$ cat config.mk
export PLATFORM = sky130hd
export DESIGN_NAME = route_link_tx
export DESIGN_NICKNAME = d
export VERILOG_FILES = /design/src/rtl/route_link_pkg.sv /design/src/rtl/route_link_ser.sv /design/src/rtl/route_link_tx.sv
export SDC_FILE = /design/constraint.sdc
export NUM_CORES = 1
export LEC_CHECK = 0
export BUFFER_PORTS_ARGS = -buffer_cell sky130_fd_sc_hd__buf_2
export CAP_MARGIN = 20
export CORE_MARGIN = 1
export CORE_UTILIZATION = 45
export DETAILED_ROUTE_END_ITERATION = 10
export GPL_ROUTABILITY_DRIVEN = 0
export PLACE_DENSITY_LB_ADDON = 0.15
export SETUP_SLACK_MARGIN = 0.3
export SLEW_MARGIN = 40
export SYNTH_ARGS = -nofsm -noshare
export SYNTH_HDL_FRONTEND = slang
export SYNTH_SLANG_ARGS = --single-unit
$ cat constraint.sdc
create_clock -name clk -period 1.9 [get_ports clk]
set_input_delay 0.19 -clock clk [delete_from_list [all_inputs] [get_ports clk]]
set_output_delay 0.19 -clock clk [all_outputs]
set_load 0.05 [all_outputs]
$ cat src/rtl/route_link_pkg.sv
// Purpose: shared widths, FSM state type and parity helper for the route-decision link transmitter.
// Latency: n/a (declarations only).
// Backpressure: n/a.
package route_link_pkg;

  localparam int HDR_W   = 30;
  localparam int FRAME_W = 60;
  localparam int RSP_W   = 3;

  typedef enum logic [1:0] {
    IDLE     = 2'd0,
    SEND     = 2'd1,
    WAIT_RSP = 2'd2,
    DONE     = 2'd3
  } state_t;

  // Odd parity: returns the bit that makes the total count of ones odd.
  // Zero-extension of a narrower beat does not change its parity.
  function automatic logic odd_par(input logic [FRAME_W-1:0] v);
    return ~^v;
  endfunction

  // A beat width is legal only if the frame splits into whole beats.
  function automatic bit link_w_ok(input int w);
    return (w > 0) && (w <= FRAME_W) && ((FRAME_W % w) == 0);
  endfunction

endpackage

$ cat src/rtl/route_link_ser.sv
// Purpose: serializes one 60-bit frame into FRAME_W/LINK_W beats, LSB beat first, with sof/eof/odd parity.
// Latency: load at cycle T drives beat 0 at T+1; one beat per cycle while link_ready is high.
// Backpressure: beat index and all link outputs hold while link_ready is low; done pulses on last-beat accept.
// Ports: clk, rst_n (sync, active-low); load/frame (start a frame); link_valid/link_ready/link_data/
//        link_sof/link_eof/link_par (beat link); done (last beat accepted this cycle).
module route_link_ser
  import route_link_pkg::*;
#(
  parameter int LINK_W = 10
) (
  input  logic               clk,
  input  logic               rst_n,
  input  logic               load,
  input  logic [FRAME_W-1:0] frame,
  output logic               link_valid,
  input  logic               link_ready,
  output logic [LINK_W-1:0]  link_data,
  output logic               link_sof,
  output logic               link_eof,
  output logic               link_par,
  output logic               done
);

  localparam int BEATS = FRAME_W / LINK_W;
  localparam int CNT_W = (BEATS > 1) ? $clog2(BEATS) : 1;

  logic [FRAME_W-1:0] shreg;
  logic [CNT_W-1:0]   beat;
  logic               active;
  logic               fire;
  logic               last;

  assign fire = active & link_ready;
  assign last = (beat == CNT_W'(BEATS - 1));
  assign done = fire & last;

  // The frame register shifts down one beat per accepted beat, so the
  // current beat is always the low LINK_W bits; it drains to zero at the end.
  always_ff @(posedge clk) begin
    if (!rst_n) begin
      shreg  <= '0;
      beat   <= '0;
      active <= 1'b0;
    end else if (load) begin
      shreg  <= frame;
      beat   <= '0;
      active <= 1'b1;
    end else if (fire) begin
      shreg <= shreg >> LINK_W;
      if (last) begin
        beat   <= '0;
        active <= 1'b0;
      end else begin
        beat <= beat + CNT_W'(1);
      end
    end
  end

  assign link_valid = active;
  assign link_data  = shreg[LINK_W-1:0];
  assign link_sof   = active & (beat == '0);
  assign link_eof   = active & last;
  assign link_par   = active & odd_par(FRAME_W'(shreg[LINK_W-1:0]));

endmodule

$ cat src/rtl/route_link_tx.sv
// Purpose: requester-side route-decision link transmitter: sends {req_b, req_a}, awaits a 3-bit decision or timeout.
// Latency: handshake at T, beat 0 at T+1, last beat at T+BEATS (link_ready high); result one cycle after decision/expiry.
// Backpressure: one request in flight; req_ready only in IDLE; result held in DONE until rsp_ready.
// Ports: clk, rst_n (sync, active-low); req_valid/req_ready/req_a/req_b (request); link_* (beat link);
//        rsp_in_valid/rsp_in_data (decision from router); rsp_valid/rsp_ready/rsp_data/rsp_timeout (result); busy.
module route_link_tx
  import route_link_pkg::*;
#(
  parameter int LINK_W  = 10,
  parameter int TIMEOUT = 64
) (
  input  logic              clk,
  input  logic              rst_n,
  input  logic              req_valid,
  output logic              req_ready,
  input  logic [HDR_W-1:0]  req_a,
  input  logic [HDR_W-1:0]  req_b,
  output logic              link_valid,
  input  logic              link_ready,
  output logic [LINK_W-1:0] link_data,
  output logic              link_sof,
  output logic              link_eof,
  output logic              link_par,
  input  logic              rsp_in_valid,
  input  logic [RSP_W-1:0]  rsp_in_data,
  output logic              rsp_valid,
  input  logic              rsp_ready,
  output logic [RSP_W-1:0]  rsp_data,
  output logic              rsp_timeout,
  output logic              busy
);

  localparam int TMR_W = $clog2(TIMEOUT + 1);

  if (!link_w_ok(LINK_W)) begin : g_bad_link_w
    $error("route_link_tx: LINK_W must divide the 60-bit frame");
  end
  if (TIMEOUT < 1) begin : g_bad_timeout
    $error("route_link_tx: TIMEOUT must be at least 1");
  end

  state_t           state;
  logic [TMR_W-1:0] timer;
  logic             load;
  logic             ser_done;

  assign load = (state == IDLE) & req_valid;

  route_link_ser #(
    .LINK_W (LINK_W)
  ) u_ser (
    .clk        (clk),
    .rst_n      (rst_n),
    .load       (load),
    .frame      ({req_b, req_a}),
    .link_valid (link_valid),
    .link_ready (link_ready),
    .link_data  (link_data),
    .link_sof   (link_sof),
    .link_eof   (link_eof),
    .link_par   (link_par),
    .done       (ser_done)
  );

  always_ff @(posedge clk) begin
    if (!rst_n) begin
      state       <= IDLE;
      timer       <= '0;
      rsp_data    <= '0;
      rsp_timeout <= 1'b0;
    end else begin
      case (state)
        IDLE: begin
          if (req_valid) state <= SEND;
        end
        SEND: begin
          if (ser_done) begin
            state <= WAIT_RSP;
            timer <= '0;
          end
        end
        WAIT_RSP: begin
          // A decision arriving in the expiry cycle takes priority over the timeout.
          if (rsp_in_valid) begin
            rsp_data    <= rsp_in_data;
            rsp_timeout <= 1'b0;
            state       <= DONE;
          end else if (timer == TMR_W'(TIMEOUT - 1)) begin
            rsp_data    <= '0;
            rsp_timeout <= 1'b1;
            state       <= DONE;
          end else begin
            timer <= timer + TMR_W'(1);
          end
        end
        DONE: begin
          if (rsp_ready) begin
            state       <= IDLE;
            rsp_data    <= '0;
            rsp_timeout <= 1'b0;
          end
        end
        default: state <= IDLE;
      endcase
    end
  end

  assign req_ready = (state == IDLE);
  assign rsp_valid = (state == DONE);
  assign busy      = (state != IDLE);

endmodule

==> results.cfg <==
[worst_hold_path]
path_category_of_the_worst_min_delay_check = in2reg

[grt]
global_route.overflow_total = 0
grt_antenna_before_repair = 0
via_count_of_the_first_global_routing_pass = 3207
grt_pass1_wl_um = 15400
grt_use_total_pct = 22.6
grt_max_degree = 52

[sta]
skew_ns = 0.00951
fmax_mhz = 548
layout_min_cycle_time_ns = 1.82
report.final.slew_viol_count = 0
rsz0062_at_grt = true
final_hold_viol_count = 0
finalCritPeriodShare_pct = 96.0
timing.final.ws_setup_ns = 0.0757
slew-limit-headroom_pct = 55.9
worst_pin_slew_ns = 0.661
final-setup-viol-count = 0

[layout]
antenna-diode-count = 0
drive_above_1_share_pct = 29.7
n_fill_cell = 759
syn2layout_area_growth_pct = 25.2
multi_input_comb_area_um2 = 2120
seq_area_um2 = 1560
final_cell_area_um2 = 4720
final_nets = 596

[drt]
route.vias.total = 3443
routed_wire_length_per_instance_um = 14.8
routed_wirelength_um = 9320
first_pass_iteration_count_of_the_detailed_router = 5
antenna_left = 0
drt-vias-per-instance = 5.46
drcViolationCount = 0
drt_iter0_drc = 147

[synthesis]
netlist.area_leader.share_pct = 40.8
unique_cell_type_count_in_the_yosys_netlist = 37
postSynthCellCount = 450
syn-num-nets = 525
synth_seq_area_share_pct = 40.8
synth-async-reset-ratio_pct = 0
synthFlopType = sky130_fd_sc_hd__dfxtp_1
post-synth-top-area-cell = sky130_fd_sc_hd__dfxtp_1
synth.cell_area_um2 = 3770
synth.area.top_cells = sky130_fd_sc_hd__dfxtp_1 (41%), sky130_fd_sc_hd__nand3_1 (14%), sky130_fd_sc_hd__o211a_1 (14%)
synth-warning-count = 0
synth_seq_cells = 77
yosys.cell_count.top_type = sky130_fd_sc_hd__nand3_1
synth_top_cells_by_count = sky130_fd_sc_hd__nand3_1 (106), sky130_fd_sc_hd__dfxtp_1 (77), sky130_fd_sc_hd__nand2_1 (66), sky130_fd_sc_hd__o211a_1 (51), sky130_fd_sc_hd__clkbuf_1 (28)
syn_avg_cell_area_um2 = 8.39
synth_enable_flop_cells = 0

[clocking]
cts.sink_count = 77
ctsRootBufferMaster = sky130_fd_sc_hd__clkbuf_8
tritoncts.num_buffers = 9
clk_transition_reported_paths_ns = 0.08
clk-insertion-delay-late_ns = 0.34
tritoncts = yes
cts_htree_levels = 3
cts_hold_buf = 0
ctsLongestPathBuffers = 2

[job]
cap_viol_max_count = 0

[floorplanning]
die_x_um = 93.6
core_um2 = 8180
start_util_pct = 46.2
design.die.area_um2 = 8760
die_height_um = 93.6
floorplan.io_pins = 90
placementRows = 33

[setup_path]
cp.arrival_ns = 1.63
path_common_cell = sky130_fd_sc_hd__xnor2_1
max_stage_delay_ns = 0.34
worst_path_max_fanout = 3
cpMaxStageDelayCell = sky130_fd_sc_hd__dfxtp_2
criticalPathCategory = reg2out
timing.critical_path.from_type = flop
setup.worst_path.end_class = output port
cp_data_required_time_ns = 1.71
critical_path.cell_chain = xnor2_1, xnor2_1, xnor2_1, xnor2_1, and2_1, buf_6

[power_and_ir_drop]
p_leak_uw = 0.00234
powerDensity_nw_per_um2 = 1340
irDropWorstVdd_uv = 639

[placed_design]
dp.final_hpwl_um = 6140
pre_cts_ws_ns = 0.199
io_buffer_count = 89
dpl_cell_area_um2 = 4300

[run_status]
outcome = finished, final reports clean
==> flip-flops by register name (all words and copies together) (netlist names) <==
name,cells
u_ser.shreg,60
timer,7
rsp_data,3
u_ser.beat,3
state,2
rsp_timeout,1
u_ser.link_valid,1
==> per-layer routing <==
layer / track usage [%] / wire, um / vias to the layer above
met4: 9.10 / 184 / 0
li1: - / - / 1737
met2: 34.1 / 4400 / 78
met1: 31.9 / 4350 / 1614
met5: 0 / 0 / -
met3: 3.58 / 393 / 14
==> cell usage in the layout (no fill, tap or decap), types with 2 or more instances in the layout <==
cell	instances
sky130_fd_sc_hd__o21ai_0	7
sky130_fd_sc_hd__nor3_1	2
sky130_fd_sc_hd__nor2b_1	16
sky130_fd_sc_hd__nand3_1	104
sky130_fd_sc_hd__buf_6	2
sky130_fd_sc_hd__nor3b_1	2
sky130_fd_sc_hd__ha_4	3
sky130_fd_sc_hd__buf_12	5
sky130_fd_sc_hd__o211a_1	50
sky130_fd_sc_hd__clkinv_2	2
sky130_fd_sc_hd__inv_2	2
sky130_fd_sc_hd__ha_1	2
sky130_fd_sc_hd__dfxtp_1	68
sky130_fd_sc_hd__a21oi_1	11
sky130_fd_sc_hd__dfxtp_2	5
sky130_fd_sc_hd__xnor2_1	8
sky130_fd_sc_hd__mux2i_1	3
sky130_fd_sc_hd__nand3_2	2
sky130_fd_sc_hd__nor2_1	4
sky130_fd_sc_hd__and2_1	5
sky130_fd_sc_hd__buf_2	87
sky130_fd_sc_hd__buf_4	14
sky130_fd_sc_hd__nand2_1	65
sky130_fd_sc_hd__o21ai_2	2
sky130_fd_sc_hd__inv_1	3
sky130_fd_sc_hd__a22oi_1	10
sky130_fd_sc_hd__clkbuf_8	11
sky130_fd_sc_hd__dfxtp_4	4
==> report_power, final <==
| part | leakage, uW | internal, uW | switching [uW] |
|---|---|---|---|
| clock | 0.000115 | 756 | 592 |
| sequential | 0.000639 | 1990 | 245 |
| combinational | 0.00159 | 1140 | 1580 |
| total | 0.00234 | 3890 | 2420 |
==> cell families (layout without fill, tap and decap cells) <==
logic type	count (synthesis)	after routing	synth area share (%)
and+or+nand+nor	211	211	27.5
buffers and inverters	54	130	6.53
DFF	77	77	40.8
xor gates and xnor gates	10	10	2.32
muxes	3	3	0.796
AOI/OAI and AO/OA	89	89	20.1
adders and majority gates	6	6	1.99
==> final timing paths <==
kind,slack [ns],cells past startpoint,start,to
max,0.08,6,u_ser.shreg[9],link_par
max reg2reg,0.27,6,timer[0],state[0]
min,0.08,2,req_b[11],u_ser.shreg[41]
min reg2reg,0.45,2,timer[6],timer[6]
==> worst max-delay path, delay by kind of cell (launching register included) <==
family / cells / cell delay, ns
and+or+nand+nor: 1 / 0.15
xor gates and xnor gates: 4 / 0.65
DFF: 1 / 0.34
buffers and inverters: 1 / 0.16
==> timing repair <==
item,CTS,global route
pin swaps,8,4
setup endpoints to repair,24,40
resized for setup,20,14
buffers inserted,2,7
==> final cells by class <==
type | instances | area share, %
inverter | 6 | 0.556
multi-input combinational | 319 | 44.9
tap | 105 | 2.78
sequential | 77 | 33.1
clock buffer | 13 | 3.81
timing repair buffer | 108 | 14.0
clock inverter | 3 | 0.847
==> through the flow <==
stage               setup TNS, ns  hold WS (ns)  instances  utilization, %  power [uW]
CTS                             0        0.0673        624            56.5        6210
global route              -0.0134        0.0724        631            57.8        6740
floorplan                       0         0.346        450               -        4250
detailed placement              0         0.433        606            52.6        4740
finish                          0        0.0794        631            57.8        6310
global placement                0         0.431        606            52.6        4690
No activity file was read; power rests on OpenSTA's default activity.
